**config.mk**
```make
export PLATFORM = sky130hd
export DESIGN_NAME = spi_target_x1
export DESIGN_NICKNAME = d
export VERILOG_FILES = /design/src/rtl/spi_target_x1.sv
export SDC_FILE = /design/constraint.sdc
export NUM_CORES = 1
export LEC_CHECK = 0
export CORE_MARGIN = 2
export CORE_UTILIZATION = 30
export DETAILED_ROUTE_END_ITERATION = 10
export SLEW_MARGIN = 20
export SYNTH_ARGS = -nofsm -noshare
export SYNTH_HDL_FRONTEND = slang
export SYNTH_SLANG_ARGS = --single-unit
```
**constraint.sdc**
```tcl
create_clock -name clk_spi -period 2.85 [get_ports clk_spi]
set_clock_uncertainty 0.05 [all_clocks]
set_input_delay 0.285 -clock clk_spi [delete_from_list [all_inputs] [get_ports clk_spi]]
set_output_delay 0.285 -clock clk_spi [all_outputs]
set_load 0.02 [all_outputs]
```
**src/rtl/spi_target_x1.sv**
```systemverilog
// SPI mode-0 target with TX/RX holding registers, fully oversampled in clk_spi.
// Define SPI_TGT_LSB_FIRST_EN to shift both directions LSB-first (default MSB-first).
module spi_target_x1 #(
    parameter int          DW          = 8,
    parameter logic [31:0] TX_IDLE     = 32'hFF,
    parameter int          SYNC_STAGES = 2
) (
    input  logic          clk_spi,
    input  logic          rst_spi,
    input  logic          enable,
    input  logic          spi_sck,
    input  logic          spi_cs_n,
    input  logic          spi_mosi,
    output logic          spi_miso,
    output logic          spi_miso_oe,
    input  logic [DW-1:0] tx_data,
    input  logic          tx_valid,
    output logic          tx_ready,
    output logic [DW-1:0] rx_data,
    output logic          rx_valid,
    input  logic          rx_ack,
    output logic          rx_overrun,
    output logic          tx_underrun,
    output logic          frame_abort,
    output logic          busy
);

    localparam int            CW        = $clog2(DW);
    localparam logic [DW-1:0] IDLE_WORD = TX_IDLE[DW-1:0];
    localparam logic [CW-1:0] LAST_BIT  = CW'(DW - 1);

    typedef enum logic {IDLE, ACTIVE} state_t;

`ifdef SPI_TGT_LSB_FIRST_EN
    localparam int OUT_BIT = 0;

    function automatic logic [DW-1:0] tx_shift(input logic [DW-1:0] v);
        return {1'b0, v[DW-1:1]};
    endfunction

    function automatic logic [DW-1:0] rx_shift(input logic [DW-1:0] v, input logic b);
        return {b, v[DW-1:1]};
    endfunction
`else
    localparam int OUT_BIT = DW - 1;

    function automatic logic [DW-1:0] tx_shift(input logic [DW-1:0] v);
        return {v[DW-2:0], 1'b0};
    endfunction

    function automatic logic [DW-1:0] rx_shift(input logic [DW-1:0] v, input logic b);
        return {v[DW-2:0], b};
    endfunction
`endif

    // ---------------- input synchronizers and edge strobes ----------------
    logic [SYNC_STAGES-1:0] sck_sync, cs_sync, mosi_sync;
    logic sck_d, cs_d, sync_live, cs_armed;
    logic sck_s, cs_s, mosi_s;
    logic sck_rise, sck_fall, cs_fall, cs_rise;

    // NOTE: sequential state uses non-blocking assignments so every flop samples
    // pre-edge values regardless of process ordering.
    always_ff @(posedge clk_spi) begin
        if (rst_spi) begin
            sck_sync  <= '0;
            cs_sync   <= '1;
            mosi_sync <= '0;
            sck_d     <= 1'b0;
            cs_d      <= 1'b1;
            sync_live <= 1'b0;
            cs_armed  <= 1'b0;
        end else begin
            sck_sync  <= {sck_sync[SYNC_STAGES-2:0], spi_sck};
            cs_sync   <= {cs_sync[SYNC_STAGES-2:0], spi_cs_n};
            mosi_sync <= {mosi_sync[SYNC_STAGES-2:0], spi_mosi};
            sck_d     <= sck_s;
            cs_d      <= cs_s;
            sync_live <= 1'b1;
            // The cs_n preset would fake a falling edge if reset ends mid-frame;
            // only engage after a genuine high level has reached the chain.
            if (sync_live && cs_sync[0]) cs_armed <= 1'b1;
        end
    end

    assign sck_s    = sck_sync[SYNC_STAGES-1];
    assign cs_s     = cs_sync[SYNC_STAGES-1];
    assign mosi_s   = mosi_sync[SYNC_STAGES-1];
    assign sck_rise = sck_s & ~sck_d;
    assign sck_fall = ~sck_s & sck_d;
    assign cs_fall  = ~cs_s & cs_d & cs_armed;
    assign cs_rise  = cs_s & ~cs_d;

    // ---------------- protocol state ----------------
    state_t        state, state_nx;
    logic [CW-1:0] bit_cnt, bit_cnt_nx;
    logic [DW-1:0] tx_sh, tx_sh_nx, rx_sh, rx_sh_nx;
    logic [DW-1:0] hold_data, hold_data_nx, rx_data_nx;
    logic          hold_full, hold_full_nx, rx_valid_nx;
    logic          miso_nx, miso_oe_nx;
    logic          rx_overrun_nx, tx_underrun_nx, frame_abort_nx;
    logic          reload;

    // NOTE: every signal assigned here gets a default first, so no path can
    // leave one unassigned and infer a latch.
    always_comb begin
        state_nx       = state;
        bit_cnt_nx     = bit_cnt;
        tx_sh_nx       = tx_sh;
        rx_sh_nx       = rx_sh;
        hold_data_nx   = hold_data;
        hold_full_nx   = hold_full;
        rx_data_nx     = rx_data;
        rx_valid_nx    = rx_valid;
        rx_overrun_nx  = 1'b0;
        tx_underrun_nx = 1'b0;
        frame_abort_nx = 1'b0;
        reload         = 1'b0;

        if (tx_valid && !hold_full) begin
            hold_full_nx = 1'b1;
            hold_data_nx = tx_data;
        end
        if (rx_ack) rx_valid_nx = 1'b0;

        case (state)
            IDLE: begin
                bit_cnt_nx = '0;
                if (cs_fall && enable) begin
                    reload   = 1'b1;
                    state_nx = ACTIVE;
                end
            end
            ACTIVE: begin
                if (!enable) begin
                    state_nx   = IDLE;
                    bit_cnt_nx = '0;
                end else if (cs_rise) begin
                    state_nx   = IDLE;
                    bit_cnt_nx = '0;
                    if (bit_cnt != '0) frame_abort_nx = 1'b1;
                end else if (sck_rise) begin
                    rx_sh_nx = rx_shift(rx_sh, mosi_s);
                    if (bit_cnt == LAST_BIT) begin
                        bit_cnt_nx = '0;
                        reload     = 1'b1;
                        if (!rx_valid || rx_ack) begin
                            rx_data_nx  = rx_sh_nx;
                            rx_valid_nx = 1'b1;
                        end else begin
                            rx_overrun_nx = 1'b1;
                        end
                    end else begin
                        bit_cnt_nx = bit_cnt + CW'(1);
                    end
                end else if (sck_fall && bit_cnt != '0) begin
                    // Skipped at bit 0 so a freshly loaded first bit survives the first fall.
                    tx_sh_nx = tx_shift(tx_sh);
                end
            end
            default: state_nx = IDLE;
        endcase

        // A load from tx_valid needs an empty register, consumption needs a full one.
        if (reload) begin
            if (hold_full) begin
                tx_sh_nx     = hold_data;
                hold_full_nx = 1'b0;
            end else begin
                tx_sh_nx       = IDLE_WORD;
                tx_underrun_nx = 1'b1;
            end
        end

        miso_oe_nx = (state_nx == ACTIVE);
        miso_nx    = (state_nx == ACTIVE) ? tx_sh_nx[OUT_BIT] : 1'b0;
    end

    always_ff @(posedge clk_spi) begin
        if (rst_spi) begin
            state       <= IDLE;
            bit_cnt     <= '0;
            tx_sh       <= '0;
            rx_sh       <= '0;
            hold_data   <= '0;
            hold_full   <= 1'b0;
            rx_data     <= '0;
            rx_valid    <= 1'b0;
            spi_miso    <= 1'b0;
            spi_miso_oe <= 1'b0;
            rx_overrun  <= 1'b0;
            tx_underrun <= 1'b0;
            frame_abort <= 1'b0;
        end else begin
            state       <= state_nx;
            bit_cnt     <= bit_cnt_nx;
            tx_sh       <= tx_sh_nx;
            rx_sh       <= rx_sh_nx;
            hold_data   <= hold_data_nx;
            hold_full   <= hold_full_nx;
            rx_data     <= rx_data_nx;
            rx_valid    <= rx_valid_nx;
            spi_miso    <= miso_nx;
            spi_miso_oe <= miso_oe_nx;
            rx_overrun  <= rx_overrun_nx;
            tx_underrun <= tx_underrun_nx;
            frame_abort <= frame_abort_nx;
        end
    end

    assign tx_ready = ~hold_full;
    assign busy     = (state == ACTIVE);

endmodule

```
==> results.ini <==
[run_status]
status=complete, no violations

[timing]
setup-tns-final_ps=0
finalSetupViolCount=0
max-slew-margin-rel_pct=43.3
finalHoldViolCount=0
drv_slew=0
min_period_ps=1900
max_slew.worst_pin.slew_ps=848
max_freq_mhz=528
finalCritPeriodShare_pct=66.5
setup_slack_ps=954
rsz0062_at_grt=false

[floorplan]
core_sq_mm=0.00639
initial_core_util_pct=31.0
rows=29
die_y_um=85.3
top_level_ports=32
dieArea_sq_mm=0.00727
die_x_um=85.3

[routing]
vias=1572
drtIter0Drc=93
post-route-drc-count=0
wl_per_cell_um=12.6
wl_met3_um=151
highest_layer=met4
vias_per_cell=4.91
dr.pass1.iters=4
routed-wl-met2_mm=1.79
drtAntennaViolNets=0
m1WireLength_mm=2.01
routed_wl_mm=4.02

[clock_tree]
cts_buffer_depth=2
post_cts_buffers=0
root_buffer=clkbuf_8
ctsHoldBuffers=0
h-tree-depth=2
cts_made_buffers=5
clock-sinks=51
clock_latency_ps=300
path_clk_slew_ps=80
post_cts_resized=0
cts_tree=yes

[synthesis]
synth_simple_gate_area_share_pct=20.7
seq_area_frac_synth_pct=51.5
ys_warn_count=0
synth_top_family_by_area=simple AND/OR/NAND/NOR gates
synth-edff-count=0
synth_ff_type=dfxtp_1
synthDistinctLibCells=39
synthXorXnorAreaFrac_pct=0
muxShareOfSynthArea_pct=5.05
avgSynthCellArea_sq_um=9.30
synth-adder-area-share_pct=1.89
async_flop_share_pct=0
synth.net_count=232
synth_area_sq_mm=0.00198
synthCells=213
synth_compound_area_share_pct=17.6
synth_seq_cells=51

[grt]
grt_max_degree=24
grt_remaining_overflow=0
grt_pass1_wl_mm=6.90
antenna_found_initial=0
grt_usage_pct=11.8
first_global_vias=1477

[run]
cap_violations=0

[setup_path]
path_cells=ha_1, ha_1, and3b_1, and4_1, mux2i_1, nor2_1
cp.required_ps=2990
crit_path_start_kind=register
crit_fanout=8
cp_slowest_cell=and4_1
cp.arrival_ps=2040
crit_path_max_incr_delay_ps=530
critPathKind=reg2reg
crit_top_cell=ha_1
cp-end-kind=register

[final_layout]
diodes=0
multiInputGateArea_sq_um=897
area_delta_synth_final_pct=23.6
fin_cells=320
drive_above_1_share_pct=8.23
fillCellCount=646
fin_nets=262
ff_latch_area_sq_mm=0.00102

[power_and_ir_drop]
power_leakage_nw=0.819
p_per_area_mw_per_mm2=501
vdd_drop_max_uv=179

[min_path]
hp-class=reg2reg

[placed_design]
pre_cts_ws_ps=708
placedCellCount=313
place_congestion=0.775
dp_hpwl_mm=2.87
portBuffers=31

[worst max-delay path, delay by kind of cell (launching register included)]
kind                       cells  cell delay, ps
and+or+nand+nor                3             770
DFF                            1             380
adders and majority gates      2             350
muxes                          1             240
[cell families (layout without fill, tap and decap cells)]
family | after synthesis | after routing
flops | 51 | 51
fa+ha+maj | 3 | 3
compound gates | 56 | 56
buf+inv | 15 | 45
simple gates | 78 | 78
mux | 10 | 10
[final cells by class]
cell class / count / area share, %
multi-input combinational: 147 / 36.6
sequential: 51 / 41.7
timing repair buffer: 34 / 13.6
clock buffer: 6 / 3.37
tap: 77 / 3.93
inverter: 4 / 0.613
clock inverter: 1 / 0.204
[per-stage QoR]
step / total power [mW] / instance area (sq um) / util, % / hold WS [ps]
after floorplan: 0.795 / 1980 / - / 301
after global placement: 0.832 / 2360 / 37.0 / 383
after detailed placement: 0.833 / 2360 / 37.0 / 386
after CTS: 1.24 / 2450 / 38.4 / 406
after global routing: 1.28 / 2450 / 38.4 / 409
final: 1.23 / 2450 / 38.4 / 399
[state kept, by name, summed over array words and instances, names as in the netlist, 2 cells and up]
name	flops
bit_cnt	3
cs_sync	2
hold_data	8
mosi_sync	2
rx_data	8
rx_sh	7
sck_sync	2
tx_sh	8
[power by group]
part | switching [mW] | leakage (nW) | internal [mW]
clock network | 0.220 | 0.0470 | 0.191
logic | 0.0392 | 0.357 | 0.0379
registers | 0.00945 | 0.415 | 0.729
[synth_stat cells (all sizes together) (2+ instances only)]
master	number	area share (%)
dfxtp	51	52
or2	4	1.3
nor2b	7	2.6
a311oi	6	2.7
a21oi	21	5.5
nor3	8	2.3
nand2	32	6.2
nand3	2	0.51
nand2b	5	1.6
inv	3	0.57
nor4	2	1.4
clkbuf	5	0.95
a211oi	8	3.0
o21ai	16	4.0
mux2i	10	5.1
nor2	11	2.1
buf	6	1.5
nand3b	2	0.76
ha	3	1.9
[layout by cell type, fill, tap and decap left out, drive strengths merged, types with 4 or more instances in the layout]
master	count
a311oi	6
a211oi	8
clkbuf	6
or2	4
o21ai	16
nor3	8
mux2i	10
dfxtp	51
clkdlybuf4s50	31
nor2b	7
nand2b	5
nand2	32
nor2	11
a21oi	21
[worst paths after layout]
kind              startpoint         end  slack (ps)  depth (start not counted)
hold / removal    cs_sync[0]  cs_sync[1]         400                          1
setup / recovery  bit_cnt[0]  rx_data[2]         950                          6
hold reg to reg   cs_sync[0]  cs_sync[1]         400                          1
setup reg to reg  bit_cnt[0]  rx_data[2]         950                          6
[layer usage]
layer / global-route usage (%) / up-vias
li1: - / 802
met1: 16.3 / 738
met2: 17.6 / 25
met3: 3.02 / 7
met4: 4.33 / 0
met5: 0 / -
Note: power is estimated with default switching activity, not from simulation.
